### src/rtl/morse_rx_ctrl.sv
// Morse key receiver: synchronizes the key line, times presses and gaps in unit
// ticks, builds up to four dot/dash symbols per letter and strobes out each letter.
module morse_rx_ctrl #(
  parameter int unsigned TICK_DIV   = 25_000_000,
  parameter int unsigned DASH_UNITS = 2,
  parameter int unsigned GAP_UNITS  = 3
) (
  input  logic       CLOCK_50,
  input  logic       reset,
  input  logic       key_in,
  output logic       letter_valid,
  output logic [3:0] letter_code,
  output logic [2:0] letter_len,
  output logic       letter_err,
  output logic       busy
);

  localparam int unsigned PW      = (TICK_DIV > 1) ? $clog2(TICK_DIV) : 1;
  localparam int unsigned UW      = 3;
  localparam int unsigned SW      = 3;
  localparam int unsigned CW      = 4;
  localparam int unsigned MAX_SYM = 4;

  typedef enum logic [1:0] {
    S_IDLE  = 2'd0,
    S_PRESS = 2'd1,
    S_GAP   = 2'd2,
    S_EMIT  = 2'd3
  } state_t;

  state_t          r_state;
  state_t          w_state_nxt;

  logic            r_sync1;
  logic            r_sync2;
  logic            r_key_d;
  logic [PW-1:0]   r_presc;
  logic [UW-1:0]   r_units;
  logic [CW-1:0]   r_shreg;
  logic [SW-1:0]   r_sym_cnt;
  logic            r_ovf;

  logic            r_letter_valid;
  logic [CW-1:0]   r_letter_code;
  logic [SW-1:0]   r_letter_len;
  logic            r_letter_err;
  logic            r_busy;

  logic            w_key_s;
  logic            w_restart;
  logic [PW-1:0]   w_presc_nxt;
  logic [UW-1:0]   w_units_nxt;
  logic            w_gap_done;
  logic            w_release;
  logic            w_dash;
  logic            w_emit;
  logic            w_busy_nxt;
  logic            w_store;
  logic            w_drop;
  logic [CW-1:0]   w_shreg_set;

  // Two-flop synchronizer plus one delayed copy for edge detection
  always_ff @(posedge CLOCK_50) begin
    if (reset) begin
      r_sync1 <= 1'b0;
      r_sync2 <= 1'b0;
      r_key_d <= 1'b0;
    end else begin
      r_sync1 <= key_in;
      r_sync2 <= r_sync1;
      r_key_d <= r_sync2;
    end
  end

  assign w_key_s = r_sync2;

  // A press seen first in IDLE (e.g. one that rose during EMIT) is timed from IDLE
  assign w_restart = (w_key_s ^ r_key_d) | ((r_state == S_IDLE) & w_key_s);

  // Counters hold run length so far: presc = len mod TICK_DIV, units = len / TICK_DIV (sat 7)
  always_comb begin
    w_presc_nxt = r_presc;
    w_units_nxt = r_units;
    if (w_restart) begin
      w_presc_nxt = PW'(1);
      w_units_nxt = '0;
    end else if (r_presc == PW'(TICK_DIV - 1)) begin
      w_presc_nxt = '0;
      if (r_units != UW'(7)) begin
        w_units_nxt = r_units + UW'(1);
      end
    end else begin
      w_presc_nxt = r_presc + PW'(1);
    end
  end

  assign w_gap_done = ~w_key_s & (w_units_nxt >= UW'(GAP_UNITS));
  assign w_release  = (r_state == S_PRESS) & ~w_key_s;
  assign w_dash     = (r_units >= UW'(DASH_UNITS));

  // State register
  always_ff @(posedge CLOCK_50) begin
    if (reset) begin
      r_state <= S_IDLE;
    end else begin
      r_state <= w_state_nxt;
    end
  end

  // Next-state logic; a new press in GAP wins over the gap timeout
  always_comb begin
    w_state_nxt = r_state;
    case (r_state)
      S_IDLE:  if (w_key_s) w_state_nxt = S_PRESS;
      S_PRESS: if (!w_key_s) w_state_nxt = S_GAP;
      S_GAP: begin
        if (w_key_s) begin
          w_state_nxt = S_PRESS;
        end else if (w_gap_done) begin
          w_state_nxt = S_EMIT;
        end
      end
      S_EMIT:  w_state_nxt = S_IDLE;
      default: w_state_nxt = S_IDLE;
    endcase
  end

  // Output/control decode
  always_comb begin
    w_emit      = 1'b0;
    w_busy_nxt  = 1'b0;
    w_store     = 1'b0;
    w_drop      = 1'b0;
    w_shreg_set = r_shreg | (CW'(w_dash) << r_sym_cnt[1:0]);
    if (w_state_nxt == S_EMIT) begin
      w_emit = 1'b1;
    end
    if ((w_state_nxt == S_PRESS) || (w_state_nxt == S_GAP)) begin
      w_busy_nxt = 1'b1;
    end
    if (w_release) begin
      if (r_sym_cnt < SW'(MAX_SYM)) begin
        w_store = 1'b1;
      end else begin
        w_drop = 1'b1;
      end
    end
  end

  // Timing counters, symbol accumulation and registered outputs
  always_ff @(posedge CLOCK_50) begin
    if (reset) begin
      r_presc        <= '0;
      r_units        <= '0;
      r_shreg        <= '0;
      r_sym_cnt      <= '0;
      r_ovf          <= 1'b0;
      r_letter_valid <= 1'b0;
      r_letter_code  <= '0;
      r_letter_len   <= '0;
      r_letter_err   <= 1'b0;
      r_busy         <= 1'b0;
    end else begin
      r_presc        <= w_presc_nxt;
      r_units        <= w_units_nxt;
      r_letter_valid <= w_emit;
      r_busy         <= w_busy_nxt;
      if (w_emit) begin
        r_letter_code <= r_shreg;
        r_letter_len  <= r_sym_cnt;
        r_letter_err  <= r_ovf;
        r_shreg       <= '0;
        r_sym_cnt     <= '0;
        r_ovf         <= 1'b0;
      end else begin
        if (w_store) begin
          r_shreg   <= w_shreg_set;
          r_sym_cnt <= r_sym_cnt + SW'(1);
        end
        if (w_drop) begin
          r_ovf <= 1'b1;
        end
      end
    end
  end

  assign letter_valid = r_letter_valid;
  assign letter_code  = r_letter_code;
  assign letter_len   = r_letter_len;
  assign letter_err   = r_letter_err;
  assign busy         = r_busy;

endmodule
### config.mk
export PLATFORM = sky130hd
export DESIGN_NAME = morse_rx_ctrl
export DESIGN_NICKNAME = d
export VERILOG_FILES = /design/src/rtl/morse_rx_ctrl.sv
export SDC_FILE = /design/constraint.sdc
export NUM_CORES = 1
export LEC_CHECK = 0
export BUFFER_PORTS_ARGS = -buffer_cell sky130_fd_sc_hd__buf_4
export CAP_MARGIN = 5
export CORE_AREA = 2 2 90 92
export DETAILED_ROUTE_END_ITERATION = 10
export DIE_AREA = 0 0 92 94
export GPL_ROUTABILITY_DRIVEN = 1
export PLACE_DENSITY = 0.56
export SETUP_SLACK_MARGIN = 0.3
export SYNTH_ARGS = -nofsm -noshare
export SYNTH_HDL_FRONTEND = slang
export SYNTH_SLANG_ARGS = --single-unit
### constraint.sdc
create_clock -name CLOCK_50 -period 5.7 [get_ports CLOCK_50]
set_input_delay 0.285 -clock CLOCK_50 [delete_from_list [all_inputs] [get_ports CLOCK_50]]
set_output_delay 0.285 -clock CLOCK_50 [all_outputs]
set_load 0.01 [all_outputs]
==> metrics.yaml, run 1 <==
sta:
  post-route-period-util_pct: 48.6
  fmax_mhz: 361
  period_needed_ns: 2.77
  tns_ns: 0
  tightest_slew_ns: 0.950
  slew_viol_final: 0
  final.setup.worst_slack_ns: 2.93
  setup_viol: 0
  holdWs_ns: 0.208
  finalHoldViolCount: 0
  grt_setup_unrepaired: "no"
  relSlewSlack_pct: 36.6
  fin_skew_ns: 0.00869
critical_path:
  cp_max_fo: 8
  cp-end-kind: "flip-flop"
  critPathKind: "flip-flop to flip-flop"
  cp-start-kind: "flip-flop"
  required_ns: 5.89
  worst_ep_arrival_time_ns: 2.97
cells_and_area:
  final_cell_mix: "nor2_1, dfxtp_1, xor2_1"
  drive_above_1_share_pct: 10.0
  final_util_pct: 33.3
  final_common_cell: "nor2_1"
  diodes: 0
  area_delta_synth_final_pct: 14.0
  final_nets: 267
synth:
  synth.net_count: 256
  synth_ff_type: "dfxtp_1"
  postSynth.asyncResetShare_pct: 0
  yosys_warnings: 0
  synth_seq_area_share_pct: 45.9
  synth_edf_count: 0
  ys_types: 39
  ys_ff_latch: 51
  netlist_area_mm2: 0.00222
  syn_inst: 248
  synth_area_per_cell_um2: 8.96
global_route:
  grt_max_degree: 25
  antenna_found_initial: 0
  grtUsageTotal_pct: 10.0
  first_global_vias: 1514
  grt_pass1_wl_um: 6980
  grt-ovfl-total: 0
clocking:
  holdBufCountCts: 0
  cts_resized: 0
  cts_made_buffers: 5
  clock_path_buffers: 2
  ctsHtreeMaxLevel: 2
  clock-sinks: 51
  path_clk_slew_ns: 0.09
  cts_tree: "done"
  cts_setup_buffers: 0
  root_buffer: "clkbuf_8"
  worstSkewPairLatency_ns: 0.30
job:
  maxCapViolCount: 0
drt:
  wire_per_inst_um: 11.1
  wl_met1_um: 2120
  via_count: 1639
  drcViolationCount: 0
  drtIter0Drc: 50
  dr_wl_met2_um: 1710
  first_pass_iters: 4
  avgViaCountPerCell: 4.53
  wl_met3_um: 113
  top_layer: "met4"
  ant_nets: 0
  routed_wl_um: 4010
status:
  status: "finished clean"
power:
  p_leak_uw: 0.000892
  pwr_density_cell_mw_per_mm2: 266
  peakVddDrop_uv: 98.5
  total_power_uw: 673
floorplanning:
  core_area_mm2: 0.00761
  die_y_um: 94
  die_w_um: 92
  rows: 32
  start_util_pct: 29.2
  fp.dieArea_mm2: 0.00865
  io_pins: 13
place:
  place_congestion: 0.764
  io_buffers: 12
  place_hpwl_um: 2790
  place_ws_ns: 2.92
min_path:
  hold_class: "primary input to flip-flop"
[registers in the layout, indices dropped and copies added (netlist names), 2 cells and up]
name and flops:
r_sym_cnt 3, r_units 3, letter_code 4, r_shreg 4, letter_len 3, r_state 2, r_presc 25
[critical path, stage by stage (launching register included)]
cell and delay, ns:
dfxtp_1 0.38, ha_1 0.23, nand4_2 0.20, or4_4 0.49, nor3_1 0.28, a31oi_1 0.17, a21oi_1 0.18, ha_1 0.46
mux2i_1 0.24, nor2_1 0.05
[cell type report]
type | instances | area, um^2
Sequential cell | 51 | 1020
Tap cell | 102 | 128
Multi-Input combinational cell | 180 | 1130
Clock inverter | 2 | 60.1
Clock buffer | 6 | 72.6
Fill cell | 812 | 5070
Timing Repair Buffer | 12 | 90.1
Inverter | 9 | 33.8
[stage by stage]
stage	cell area [um^2]	instances
finish	2530	362
global route	2530	362
CTS	2530	362
detailed placement	2400	354
global placement	2400	354
floorplan	2220	248
[layer usage]
metal  track usage, %  vias to the layer above
li1                 -                      861
met1             14.3                      751
met2             14.7                       22
met3             2.17                        5
met4             3.86                        0
met5                0                        -
[report_power, final]
part / switching (uW) / total (uW) / internal, uW
clock network: 118 / 293 / 175
logic: 11.7 / 17.8 / 6.07
registers: 3.14 / 362 / 359
[path summary, 6_finish.rpt]
kind | start | slack [ns] | depth (start not counted) | to
hold / removal | key_in | 0.21 | 2 | r_sync1$_SDFF_PP0_
hold reg to reg | r_sync1$_SDFF_PP0_ | 0.46 | 1 | r_sync2$_SDFF_PP0_
setup / recovery | r_presc[0]$_SDFF_PP0_ | 2.93 | 9 | letter_len[2]$_SDFFE_PP0N_
setup reg to reg | r_presc[0]$_SDFF_PP0_ | 2.93 | 9 | letter_len[2]$_SDFFE_PP0N_
[cell usage after synthesis, types with 2 or more instances]
cell type | number | share of area (%)
a211oi_1 | 2 | 0.68
a21o_1 | 2 | 0.68
a21oi_1 | 9 | 2.0
a31oi_1 | 3 | 0.84
and2_1 | 2 | 0.56
and3_1 | 3 | 0.84
buf_4 | 2 | 0.68
clkbuf_1 | 4 | 0.68
dfxtp_1 | 51 | 46
ha_1 | 5 | 2.8
inv_1 | 9 | 1.5
mux2i_1 | 10 | 4.5
nand2_1 | 12 | 2.0
nand3_1 | 13 | 2.9
nand4_1 | 6 | 1.7
nor2_1 | 53 | 9.0
nor2b_1 | 5 | 1.4
nor3_1 | 8 | 1.8
nor4_1 | 2 | 0.56
nor4b_1 | 4 | 1.6
xnor2_1 | 11 | 4.3
xor2_1 | 15 | 5.9
[kinds of logic (layout without fill, tap and decap cells)]
group           after synthesis  in the layout  synth area share [%]
mux                          10             10                  4.50
simple gates                118            118                  26.8
flops                        51             51                  45.9
xor+xnor                     26             26                  10.2
compound gates               21             21                  6.42
buf+inv                      17             29                  3.26
fa+ha+maj                     5              5                  2.82
Power figures use the tool's default switching activity.
==> run 2, diff against run 1 <==
==> constraint.sdc (replaced) <==
create_clock -name CLOCK_50 -period 2.89 [get_ports CLOCK_50]
set_input_delay 0.1445 -clock CLOCK_50 [delete_from_list [all_inputs] [get_ports CLOCK_50]]
set_output_delay 0.1445 -clock CLOCK_50 [all_outputs]
set_load 0.01 [all_outputs]
==> run 2 against run 1 <==
  * Worst hold slack worse by 0.15 ns
  * Power up 87%
  * Clock power up 72%
  * Wire length up 0.67%
  * Die area unchanged
  * Flip-flop and latch count unchanged
  * Register-to-register slack worse by 2.5 ns
  * Clock skew down 0.00093 ns
  * Utilization up 1.1 points
  * Sequential power up 98%
  * Count of clock-buffer cells in the layout unchanged
  * Non-clock buffer count up 7
  * Largest cell class unchanged
==> metrics.yaml, run 2 (same netlist as run 1, synthesis figures left out) <==
min_path:
  hold_class: "primary input to flip-flop"
  min_from: "key_in"
  worstHoldPathCells: 2  # unchanged
  whs_endpoint: "r_sync1$_SDFF_PP0_"
sta:
  fin_skew_ns: 0.00777  # -0.000926 ns
  setup_viol: 0  # unchanged
  post-route-period-util_pct: 83.9  # +35 points
  relSlewSlack_pct: 52.7  # +16 points
  finalHoldViolCount: 0  # unchanged
  tightest_slew_ns: 0.700  # -0.251 ns
  holdWs_ns: 0.0558  # -0.152 ns
  slew_viol_final: 0  # unchanged
  fmax_mhz: 412  # +14%
  period_needed_ns: 2.42  # -0.346 ns
  tns_ns: 0  # unchanged
  grt_setup_unrepaired: "no"
place:
  place_hpwl_um: 2870  # +2.7%
  io_buffers: 12  # unchanged
  place_congestion: 0.730  # -4.5%
clocking:
  root_buffer: "clkbuf_8"
  holdBufCountCts: 0  # unchanged
  cts_made_buffers: 5  # unchanged
  clock_path_buffers: 2  # unchanged
  ctsHtreeMaxLevel: 2  # unchanged
  clock-sinks: 51  # unchanged
  path_clk_slew_ns: 0.08  # about the same
  worstSkewPairLatency_ns: 0.30  # about the same
  cts_tree: "done"
drt:
  wire_per_inst_um: 10.9  # -1.2%
  routed_wl_um: 4040  # +0.67%
  drcViolationCount: 0  # unchanged
  first_pass_iters: 4  # unchanged
  avgViaCountPerCell: 4.48  # -1.1%
  via_count: 1653  # +0.85%
  drtIter0Drc: 77  # +54%
  ant_nets: 0  # unchanged
floorplanning:
  die_w_um: 92  # unchanged
  rows: 32  # unchanged
  io_pins: 13  # unchanged
  core_area_mm2: 0.00761  # unchanged
  start_util_pct: 29.2  # unchanged
  fp.dieArea_mm2: 0.00865  # unchanged
  die_y_um: 94  # unchanged
global_route:
  antenna_found_initial: 0  # unchanged
  grt-ovfl-total: 0  # unchanged
  grt_pass1_wl_um: 7040  # +0.80%
  grt_max_degree: 25  # unchanged
  grtUsageTotal_pct: 10.1  # +0.099 points
  first_global_vias: 1560  # +3.0%
cells_and_area:
  drive_above_1_share_pct: 15.0  # +5.0 points
  area_delta_synth_final_pct: 17.9
  final_cell_mix: "nor2_1, dfxtp_1, buf_4"
  top_register: "r_presc"
  largest_register_ffs: 25  # unchanged
  final_nets: 274  # +2.6%
  diodes: 0  # unchanged
  final_common_cell: "nor2_1"
critical_path:
  required_ns: 3.08  # -2.81 ns
  critPathKind: "flip-flop to flip-flop"
  cp_max_fo: 8  # unchanged
  reg2reg_depth: 10  # +1
  ff2ff_setup_slack_ns: 0.47  # -2.46 ns
  cp-start-kind: "flip-flop"
  rr_endpoint: "letter_code[0]$_SDFFE_PP0N_"
  r2r_start: "r_presc[0]$_SDFF_PP0_"
  cp-end-kind: "flip-flop"
  worst_ep_arrival_time_ns: 2.62  # -0.35 ns
power:
  pwr_density_cell_mw_per_mm2: 480  # +81%
  p_leak_uw: 0.000963  # +8.0%
  peakVddDrop_uv: 169  # +71%
status:
  status: "finished clean"
job:
  maxCapViolCount: 0  # unchanged
-- run 2: cell types whose count changed in the layout (fill, tap and decap cells not counted), moves of 2 or more --
cell	previous run	this run
buf_4	12	19
dfxtp_1	51	48
dfxtp_2	0	2
nor3_4	0	2
-- run 2: worst max-delay path by stage --
stage,depth (start not counted),endpoint,from
after floorplan,10,letter_code[0]$_SDFFE_PP0N_,r_presc[0]$_SDFF_PP0_
after global routing,10,letter_code[0]$_SDFFE_PP0N_,r_presc[1]$_SDFF_PP0_
after CTS,10,letter_code[0]$_SDFFE_PP0N_,r_presc[0]$_SDFF_PP0_
final,10,letter_code[0]$_SDFFE_PP0N_,r_presc[0]$_SDFF_PP0_
after detailed placement,10,letter_len[1]$_SDFFE_PP0N_,r_presc[0]$_SDFF_PP0_
after global placement,10,letter_code[2]$_SDFFE_PP0N_,r_presc[0]$_SDFF_PP0_
-- run 2: timing repair --
action                                  CTS  global route
pin swaps                                 0             1
endpoints found under the hold margin     0             0
endpoints found under the setup margin    8             8
setup buffers                             0             2
resized for setup                         4             7
-- run 2: critical path, cell delays in order (launching register included) --
cell     delay, ns
dfxtp_4       0.38
ha_4          0.16
nand4_4       0.13
or4_4         0.49
nor3_4        0.19
mux2i_2       0.29
a21oi_1       0.10
ha_1          0.20
buf_4         0.18
mux2i_1       0.15
nor2_1        0.06
-- run 2: power by group --
| group | internal [uW] | switching, uW |
|---|---|---|
| sequential | 708 | 7.43 |
| clock | 280 | 223 |
| combinational | 14.8 | 23.5 |
| total | 1000 | 253 |
-- run 2: layout make-up --
| type | instances | area (um^2) |
|---|---|---|
| Clock buffer | 6 | 82.6 |
| Clock inverter | 2 | 35.0 |
| Fill cell | 794 | 4990 |
| Inverter | 9 | 33.8 |
| Multi-Input combinational cell | 180 | 1170 |
| Sequential cell | 51 | 1030 |
| Tap cell | 102 | 128 |
| Timing Repair Buffer | 19 | 143 |
-- run 2: per-layer routing --
| metal | wire [um] | share of wire, % | global-route usage [%] | vias up |
|---|---|---|---|---|
| met5 | 0 | 0 | 0 | - |
| met3 | 109 | 2.7 | 2.65 | 6 |
| met4 | 69 | 1.7 | 4.10 | 0 |
| met2 | 1880 | 47 | 16.9 | 15 |
| li1 | - | - | - | 875 |
| met1 | 1980 | 49 | 12.4 | 757 |
-- run 2: metrics by stage --
| step | instances | area (um^2) | worst slack (ns) | total power, uW | util [%] |
|---|---|---|---|---|---|
| 2_1_floorplan | 248 | 2220 | 0.374 | 760 | - |
| 3_3_place_gp | 359 | 2440 | 0.314 | 767 | 32.1 |
| 3_5_place_dp | 359 | 2440 | 0.251 | 768 | 32.1 |
| 4_1_cts | 367 | 2570 | 0.315 | 1280 | 33.8 |
| 5_1_grt | 369 | 2620 | 0.303 | 1310 | 34.4 |
| 6_report | 369 | 2620 | 0.465 | 1260 | 34.4 |
